## config.mk

```make
export PLATFORM = sky130hd
export DESIGN_NAME = slv_guard_cfg_seq
export DESIGN_NICKNAME = d
export VERILOG_FILES = /design/src/rtl/slv_guard_cfg_seq.sv
export SDC_FILE = /design/constraint.sdc
export NUM_CORES = 1
export LEC_CHECK = 0
export CELL_PAD_IN_SITES_DETAIL_PLACEMENT = 1
export CELL_PAD_IN_SITES_GLOBAL_PLACEMENT = 1
export CORE_ASPECT_RATIO = 0.8
export CORE_UTILIZATION = 32
export DETAILED_ROUTE_END_ITERATION = 7
export GPL_TIMING_DRIVEN = 1
export PLACE_DENSITY = 0.95
export SLEW_MARGIN = 30
export SYNTH_ARGS = -nofsm -noshare
export SYNTH_HDL_FRONTEND = slang
export SYNTH_SLANG_ARGS = --single-unit
```

## constraint.sdc

```tcl
create_clock -name clk_i -period 2.7 [get_ports clk_i]
set_input_delay 0.54 -clock clk_i [delete_from_list [all_inputs] [get_ports clk_i]]
set_output_delay 0.54 -clock clk_i [all_outputs]
set_load 0.05 [all_outputs]
```

## src/rtl/slv_guard_cfg_seq.sv

```systemverilog
// slv_guard_cfg_seq: register-bus master that brings up the slave guard (enable, write budget,
// read budget) and services its interrupt: read status, write-1-to-clear, request a subordinate
// reset, wait for the acknowledge, then reconfigure from scratch.
// Optional feature macro: SLV_GUARD_CFG_TIMEOUT_EN adds a per-access ready timeout of
// TimeoutCycles; an expired wait is handled like an errored completion.
module slv_guard_cfg_seq #(
  parameter int unsigned          AddrWidth   = 32,
  parameter int unsigned          DataWidth   = 32,
  parameter logic [AddrWidth-1:0] BaseAddr    = '0,
  parameter logic [DataWidth-1:0] WriteBudget = DataWidth'(1),
  parameter logic [DataWidth-1:0] ReadBudget  = DataWidth'(1),
  parameter int unsigned          MaxRetries  = 3
`ifdef SLV_GUARD_CFG_TIMEOUT_EN
  ,
  parameter int unsigned          TimeoutCycles = 64
`endif
) (
  input  logic                 clk_i,
  input  logic                 rst_i,
  input  logic                 start_i,
  input  logic                 irq_i,
  input  logic                 rst_ack_i,
  output logic [AddrWidth-1:0] reg_addr_o,
  output logic [DataWidth-1:0] reg_wdata_o,
  output logic [3:0]           reg_wstrb_o,
  output logic                 reg_write_o,
  output logic                 reg_valid_o,
  input  logic [DataWidth-1:0] reg_rdata_i,
  input  logic                 reg_ready_i,
  input  logic                 reg_error_i,
  output logic                 configured_o,
  output logic                 busy_o,
  output logic [DataWidth-1:0] irq_status_o,
  output logic                 rst_req_o,
  output logic                 err_o
);

  localparam int unsigned RetryW = (MaxRetries > 0) ? $clog2(MaxRetries + 1) : 1;
  localparam logic [RetryW-1:0] RetryMax = RetryW'(MaxRetries);

  typedef enum logic [3:0] {
    StIdle,
    StWrEn,
    StWrWb,
    StWrRb,
    StRun,
    StRdIrq,
    StClrIrq,
    StRstReq,
    StError
  } state_e;

  state_e                 state_q, state_d;
  logic                   valid_q, valid_d;
  logic [AddrWidth-1:0]   addr_q, addr_d;
  logic [DataWidth-1:0]   wdata_q, wdata_d;
  logic                   write_q, write_d;
  logic [3:0]             strb_q, strb_d;
  logic [RetryW-1:0]      retry_q, retry_d;
  logic [DataWidth-1:0]   status_q, status_d;

  // Access descriptor for the current state.
  logic [AddrWidth-1:0]   acc_addr;
  logic [DataWidth-1:0]   acc_wdata;
  logic                   acc_write;
  state_e                 acc_next;
  logic                   acc_done;
  logic                   acc_err;
  logic                   tmo_hit;

`ifdef SLV_GUARD_CFG_TIMEOUT_EN
  localparam int unsigned TmoW = $clog2(TimeoutCycles + 1);

  logic [TmoW-1:0] tmo_q, tmo_d;

  assign tmo_hit = valid_q & ~reg_ready_i & (tmo_q == TmoW'(TimeoutCycles - 1));

  // Wait-cycle counter for the current attempt; held at zero while valid is low.
  always_comb begin
    tmo_d = tmo_q;
    if (!valid_q) begin
      tmo_d = '0;
    end else if (!reg_ready_i && !tmo_hit) begin
      tmo_d = tmo_q + 1'b1;
    end
  end

  // Timeout counter register.
  always_ff @(posedge clk_i) begin
    if (rst_i) begin
      tmo_q <= '0;
    end else begin
      tmo_q <= tmo_d;
    end
  end
`else
  assign tmo_hit = 1'b0;
`endif

  // A timeout ends the attempt exactly like an errored ready.
  assign acc_done = valid_q & (reg_ready_i | tmo_hit);
  assign acc_err  = (reg_ready_i & reg_error_i) | tmo_hit;

  // Decode the register access and successor state for each access state.
  always_comb begin
    acc_addr  = BaseAddr;
    acc_wdata = '0;
    acc_write = 1'b1;
    acc_next  = StIdle;
    case (state_q)
      StWrEn: begin
        acc_wdata = DataWidth'(1);
        acc_next  = StWrWb;
      end
      StWrWb: begin
        acc_addr  = BaseAddr + AddrWidth'(4);
        acc_wdata = WriteBudget;
        acc_next  = StWrRb;
      end
      StWrRb: begin
        acc_addr  = BaseAddr + AddrWidth'(8);
        acc_wdata = ReadBudget;
        acc_next  = StRun;
      end
      StRdIrq: begin
        acc_addr  = BaseAddr + AddrWidth'(12);
        acc_write = 1'b0;
        acc_next  = StClrIrq;
      end
      StClrIrq: begin
        acc_addr  = BaseAddr + AddrWidth'(12);
        acc_wdata = status_q;
        acc_next  = StRstReq;
      end
      default: ;
    endcase
  end

  // Next-state logic. Every access state is entered with valid low, so the first cycle there
  // is the setup/gap cycle and the request rises on the following edge.
  always_comb begin
    state_d  = state_q;
    valid_d  = valid_q;
    addr_d   = addr_q;
    wdata_d  = wdata_q;
    write_d  = write_q;
    strb_d   = strb_q;
    retry_d  = retry_q;
    status_d = status_q;
    case (state_q)
      StIdle: begin
        if (start_i) begin
          state_d = StWrEn;
        end
      end
      StRun: begin
        if (irq_i) begin
          state_d = StRdIrq;
        end
      end
      StRstReq: begin
        if (rst_ack_i) begin
          state_d = StWrEn;
        end
      end
      StWrEn, StWrWb, StWrRb, StRdIrq, StClrIrq: begin
        if (!valid_q) begin
          valid_d = 1'b1;
          addr_d  = acc_addr;
          wdata_d = acc_wdata;
          write_d = acc_write;
          strb_d  = acc_write ? 4'hF : 4'h0;
        end else if (acc_done) begin
          valid_d = 1'b0;
          addr_d  = '0;
          wdata_d = '0;
          write_d = 1'b0;
          strb_d  = 4'h0;
          if (acc_err) begin
            if (retry_q < RetryMax) begin
              // Stay put; the same access is re-issued after the gap cycle.
              retry_d = retry_q + 1'b1;
            end else begin
              state_d = StError;
            end
          end else begin
            retry_d = '0;
            state_d = acc_next;
            if (state_q == StRdIrq) begin
              status_d = reg_rdata_i;
            end
          end
        end
      end
      StError: ;
      default: state_d = StIdle;
    endcase
  end

  // State and bus register update with synchronous reset.
  always_ff @(posedge clk_i) begin
    if (rst_i) begin
      state_q  <= StIdle;
      valid_q  <= 1'b0;
      addr_q   <= '0;
      wdata_q  <= '0;
      write_q  <= 1'b0;
      strb_q   <= 4'h0;
      retry_q  <= '0;
      status_q <= '0;
    end else begin
      state_q  <= state_d;
      valid_q  <= valid_d;
      addr_q   <= addr_d;
      wdata_q  <= wdata_d;
      write_q  <= write_d;
      strb_q   <= strb_d;
      retry_q  <= retry_d;
      status_q <= status_d;
    end
  end

  assign reg_valid_o  = valid_q;
  assign reg_addr_o   = addr_q;
  assign reg_wdata_o  = wdata_q;
  assign reg_write_o  = write_q;
  assign reg_wstrb_o  = strb_q;
  assign irq_status_o = status_q;
  assign configured_o = (state_q == StRun);
  assign rst_req_o    = (state_q == StRstReq);
  assign err_o        = (state_q == StError);
  assign busy_o       = (state_q != StIdle) && (state_q != StRun) && (state_q != StError);

endmodule

```

# [Yosys cells after proc, flatten, opt, wreduce, memory -nomap -nowiden]
# Cells that the tools add are included.
[classes] addsub=1 magnitude_cmp=1 n_eq_ne=18 mux=24 n_bitwise=4 reduce_logical=11
[op_table] operator="2-to-1 mux 32 bit" count=3
[op_table] operator="case mux 32 bit (2 select lines)" count=1
[op_table] operator="2-to-1 mux 4 bit" count=10
[op_table] operator="case mux 4 bit (5 select lines)" count=1
[op_table] operator="equality test 4 x 3 -> 1 bit (second input constant)" count=4
[op_table] operator="case mux 3 bit (5 select lines)" count=1
[op_table] operator="case mux 4 bit (3 select lines)" count=1
[op_table] operator="!= test 2 bit (second input constant)" count=5
[op_table] operator="equality test 4 x 2 -> 1 bit (second input constant)" count=2
[op_table] operator="AND reduction 7 bit" count=1
[op_table] operator="2-to-1 mux 1 bit" count=5
[op_table] operator="AND reduction 5 bit" count=1
[op_table] operator="OR reduction 5 bit" count=1
[op_table] operator="equality test 4 x 1 -> 1 bit (second input constant)" count=1
[op_table] operator="equality test 4 bit (second input constant)" count=1
[op_table] operator="logical NOT 4 bit" count=1
[op_table] operator="2-to-1 mux 2 bit" count=2
[op_table] operator="!= test 2 x 1 -> 1 bit (second input constant)" count=2
[op_table] operator="!= test 4 x 3 -> 1 bit (second input constant)" count=1
[op_table] operator="!= test 4 bit (second input constant)" count=1
[op_table] operator="AND reduction 4 bit" count=1
[op_table] operator="nonzero test 4 bit" count=1
[op_table] operator="!= test 3 bit (second input constant)" count=1
[op_table] operator="OR reduction 3 bit" count=1
[op_table] operator="7 further kinds" count=10
[word_totals] reg_bits=108 inputBits=39 output_inout_bits=106 elab_cells=67

# [Logic depth before layout (Yosys ltp)]
[logic_depth] depth_word=6 depth_mapped=6 ltp_nobuf=5

# [Worst setup path after synthesis]
# Ideal clock, no wire load.
[synth_timing] path_kind="register -> output" start="register state_q[0]" end="output port configured_o" arrival_ns=1.604 required_time_ns=2.160 path_slack_ns=0.556 path_stages_with_launch=3 path_buffers=1 path_cell_list="dfxtp_1 -> buf_2 -> nor3_1"
[synth_between] elab_chain_cells=1
[synth_rtl] element="start: declaration" line_no="53" source="state_e state_q, state_d;"
[synth_rtl] element="start signal: assignment" line_no="203" source="state_q <= StIdle;"
[synth_rtl] element="start signal: assignment" line_no="212" source="state_q <= state_d;"
[synth_rtl] element="equality test 4 x 3 -> 1 bit" line_no="229" source="assign configured_o = (state_q == StRun);"
[synth_rtl] element="end: declaration" line_no="31" source="output logic configured_o,"
# No other way between the ends.

# [Final worst setup path]
[layout_timing] start="register state_q[0]" end="output port busy_o"
[layout_between] elab_chain_cells=3 word_cells_on_any_way=5 cone_classes="2 x eq/ne; 3 x reduce/logical"
[layout_rtl] element="!= test 4 x 3 -> 1 bit / nonzero test 4 bit (equally long branches)" line_no="232" source="assign busy_o = (state_q != StIdle) && (state_q != StRun) && (state_q != StError);"
[layout_rtl] element="logical AND 1 bit" line_no="232"
[layout_rtl] element="logical AND 1 bit (*)" line_no="232"
[layout_rtl] element="end: declaration" line_no="32" source="output logic busy_o,"
# Mark *: on every way between the ends. The rest lies on a longest branch, timed or not.

==> flow_summary_export.csv <==
group,metric,value,unit
status,status,"finished clean",
floorplan,chipWidth,114,microns
worst_setup_path,critical_path.startpoint,"state_q[0]$_SDFFE_PP0P_",
global_route,grt_use_total,20.3,%
yosys,synth.lib_cells_used.distinct,38,
clock_network,clkSlewWorstSetupHoldPaths,0.06,ns
power_and_ir_drop,worst_ir_drop_vdd,0.372,mV
sta,grt_setup_unrepaired,"no",
place,portBuffers,114,
worst_setup_path,cp_slowest_stage_delay,0.72,ns
clock_network,numCtsBuffers,9,
yosys,synth.area.mux_share,0.628,%
layout,register_area,1480,sq um
routing,detailedRoute.firstIterationViolations,225,
yosys,synthesis.yosys.warnings,0,
sta,setup_viol_count_final,0,
min_path,holdCritStartpoint,"reg_wdata_o[0]$_SDFFE_PP0P_",
layout,diodes,0,
worst_setup_path,required,2.16,ns
yosys,synth_seq_area_share,46.5,%
sta,min_period_over_period,95.0,%
worst_setup_path,worst_ep_arrival_time,2.02,ns
layout,final_core_utilization,47.6,%
worst_setup_path,setup.worst_path.class,"reg2out",
routing,drt_pass1_iterations,4,
routing,route.final.wire_length,10200,microns
layout,fillCellCount,1129,
floorplan,floorplan.die_area,10400,sq um
yosys,dominantRegCellSynth,"sky130_fd_sc_hd__dfxtp_1",
routing,routedLengthMet1,4530,microns
global_route,grt_first_pass_wirelength,16300,microns
clock_network,worstSkewPairLatency,0.33,ns
routing,dr.max_layer_used,"met4",
worst_setup_path,critical_path_top_delay_cell,"sky130_fd_sc_hd__clkdlybuf4s50_1",
sta,worstMarginPinSlew,0.681,ns
routing,met2WireLength,4980,microns
layout,mostFrequentLayoutCell,"sky130_fd_sc_hd__clkdlybuf4s50_1",
min_path,hp-class,"reg2reg",
global_route,number_of_antenna_violations_at_the_first_check_in_global_routing,0,
yosys,syn_inst,372,
floorplan,initial_core_util,33.0,%
place,post-dp-hpwl,7040,microns
yosys,post_synth_and_or_nand_nor_area_fraction,16.6,%
yosys,ys_seq_elements,74,
layout,area_growth_syn_to_layout,44.1,%
yosys,synthAdderAreaFrac,0.393,%
yosys,synth-compound-area-share,22.7,%
power_and_ir_drop,leak_pwr,1.59,nW
clock_network,clock_path_buffers,2,
worst_setup_path,worstSetupStartpointType,"flop",
yosys,netlist_area_pre_place,3190,sq um
power_and_ir_drop,power.density_cell_area,754,nW/um^2
routing,detail_route.drc_violations,0,
yosys,post_synth.cell_area_avg,8.57,sq um
layout,layout_common_cells,"sky130_fd_sc_hd__clkdlybuf4s50_1, sky130_fd_sc_hd__dfxtp_1, sky130_fd_sc_hd__a21oi_1",
global_route,overflow,0,
worst_setup_path,worstPathMaxFanout,17,
routing,met3WireLength,635,microns
sta,skew,0.00521,ns
sta,fin_crit,2.56,ns
sta,achievable-frequency,390,MHz
yosys,ffs_w_async_s_r_synth,0,%
floorplan,core.rowCount,32,
min_path,hold-path-cell-count,2,
clock_network,cts_setup_buffers,0,
worst_setup_path,setup.worst_path.end_class,"output port",
layout,post_route_cells_drive_above_1_share,7.37,%
global_route,grt_pass1_vias,3143,
worst_setup_path,worstRegToRegCells,6,
place,globalplace.congestion,0.859,
yosys,main_combinational_cell_family_by_area_after_synthesis,"compound AO/OA/AOI/OAI gates",
routing,drt-wirelength-per-cell,16.8,microns
worst_setup_path,r2r_setup_slack,0.71,ns
worst_setup_path,regToRegStartpoint,"state_q[2]$_SDFFE_PP0P_",
floorplan,die_height,91.3,microns
floorplan,pin_count,145,
routing,antenna_violating_nets_post_route,0,
sta,setup_tns,0,ns
yosys,parity_gate_share_of_the_synthesized_area_counting_xor_and_xnor_cells,0.275,%
clock_network,hold_buffers,0,
worst_setup_path,reg_to_reg_critical_path_endpoint,"irq_status_o[5]$_SDFFE_PP0P_",
layout,layout.nets,510,
clock_network,cts_tree,"built",
clock_network,htree_depth,3,
sta,final_max_slew_viol_count,0,
routing,vias,3062,
worst_setup_path,critical_path.cell_chain,"nor2_1 -> nand2_1 -> clkdlybuf4s50_1",
floorplan,design.core.area,9650,sq um
routing,via_per_inst,5.01,
yosys,synth-edff-count,0,
clock_network,tritoncts_num_sinks,74,
global_route,grt_max_degree,42,
flow_run,max-cap-violations,0,
layout,footprint_of_the_multi_input_gates,1420,sq um
clock_network,ctsRootBufferMaster,"sky130_fd_sc_hd__clkbuf_16",
sta,slew_headroom,54.6,%
sta,timing.final.hold_violations,0,
worst_setup_path,cp-endpoint,"busy_o",
## per-stage QoR
step / std cells / hold slack [ns] / power [mW] / setup WS [ns] / area, sq um
2_1_floorplan: 401 / 0.453 / 1.99 / 0.556 / 3300
3_3_place_gp: 595 / 0.464 / 2.24 / 0.392 / 4280
3_5_place_dp: 595 / 0.485 / 2.28 / 0.325 / 4280
4_1_cts: 611 / 0.497 / 3.50 / 0.0201 / 4590
5_1_grt: 611 / 0.522 / 3.61 / 0.0430 / 4590
6_report: 611 / 0.493 / 3.46 / 0.136 / 4590
## sequential cells by signal (all words and copies together), names as in the netlist
signal,cells
irq_status_o,32
state_q,4
reg_valid_o,1
reg_addr_o,2
reg_wdata_o,32
reg_wstrb_o,1
retry_q,2
## layer usage
metal	vias to the layer above	global-route usage (%)
met1	1494	24.9
met2	102	34.7
met3	7	5.41
met4	0	5.59
met5	-	0
li1	1459	-
## critical path: cells and delay by family (launching register included)
kind,cells,cell delay [ns]
buf+inv,1,0.72
simple gates,2,0.57
flops,1,0.41
## logic make-up (layout without fill, tap and decap cells)
kind of cell    Yosys count  after routing
fa+ha+maj                 1              1
flops                    74             74
compound gates          121            121
other cells               1             30
xor+xnor                  1              1
buf+inv                  68            142
mux                       2              2
simple gates            104            104
## synthesized netlist by cell type (all sizes together), types with 2 or more instances
cell type | number | area share, %
dfxtp | 74 | 46
buf | 45 | 10
a21oi | 42 | 6.6
nor2 | 38 | 4.5
nand3 | 35 | 5.5
o21ai | 35 | 5.5
a22oi | 31 | 7.3
clkbuf | 21 | 2.5
nand2 | 6 | 0.71
nand2b | 5 | 0.98
nor3 | 5 | 0.94
or3 | 4 | 0.79
a2111oi | 3 | 0.82
a211oi | 2 | 0.47
and3 | 2 | 0.39
inv | 2 | 0.24
mux2i | 2 | 0.63
o31ai | 2 | 0.47
or4b | 2 | 0.63
## what timing repair did
action                     in CTS  in global routing
hold endpoints to repair        0                  0
pin swaps                       0                  0
cloned                          0                  0
resized for setup               1                  1
setup endpoints to repair       2                  2
## worst min-delay path by stage
stage                                               end  slack, ns
after CTS                   reg_wdata_o[0]$_SDFFE_PP0P_       0.50
after floorplan                 retry_q[1]$_SDFFE_PP0P_       0.45
after global routing      irq_status_o[17]$_SDFFE_PP0P_       0.52
after global placement          retry_q[1]$_SDFFE_PP0P_       0.46
after detailed placement   reg_wdata_o[29]$_SDFFE_PP0P_       0.48
final                       reg_wdata_o[0]$_SDFFE_PP0P_       0.49
## area by class of cell
type / count / area share [%]
flip-flops and latches: 74 / 32.3
multi-input cells: 259 / 30.9
repair buffers: 124 / 26.3
clock buffers: 12 / 5.58
well taps: 136 / 3.70
clock inverters: 4 / 1.09
inverters: 2 / 0.163
## power by group
| group | internal, mW | switching, mW | leakage [nW] |
|---|---|---|---|
| clock network | 0.764 | 0.440 | 0.145 |
| registers | 1.14 | 0.101 | 0.598 |
| logic | 0.311 | 0.705 | 0.843 |
| total | 2.22 | 1.25 | 1.59 |
Note: power is estimated with default switching activity, not from simulation.
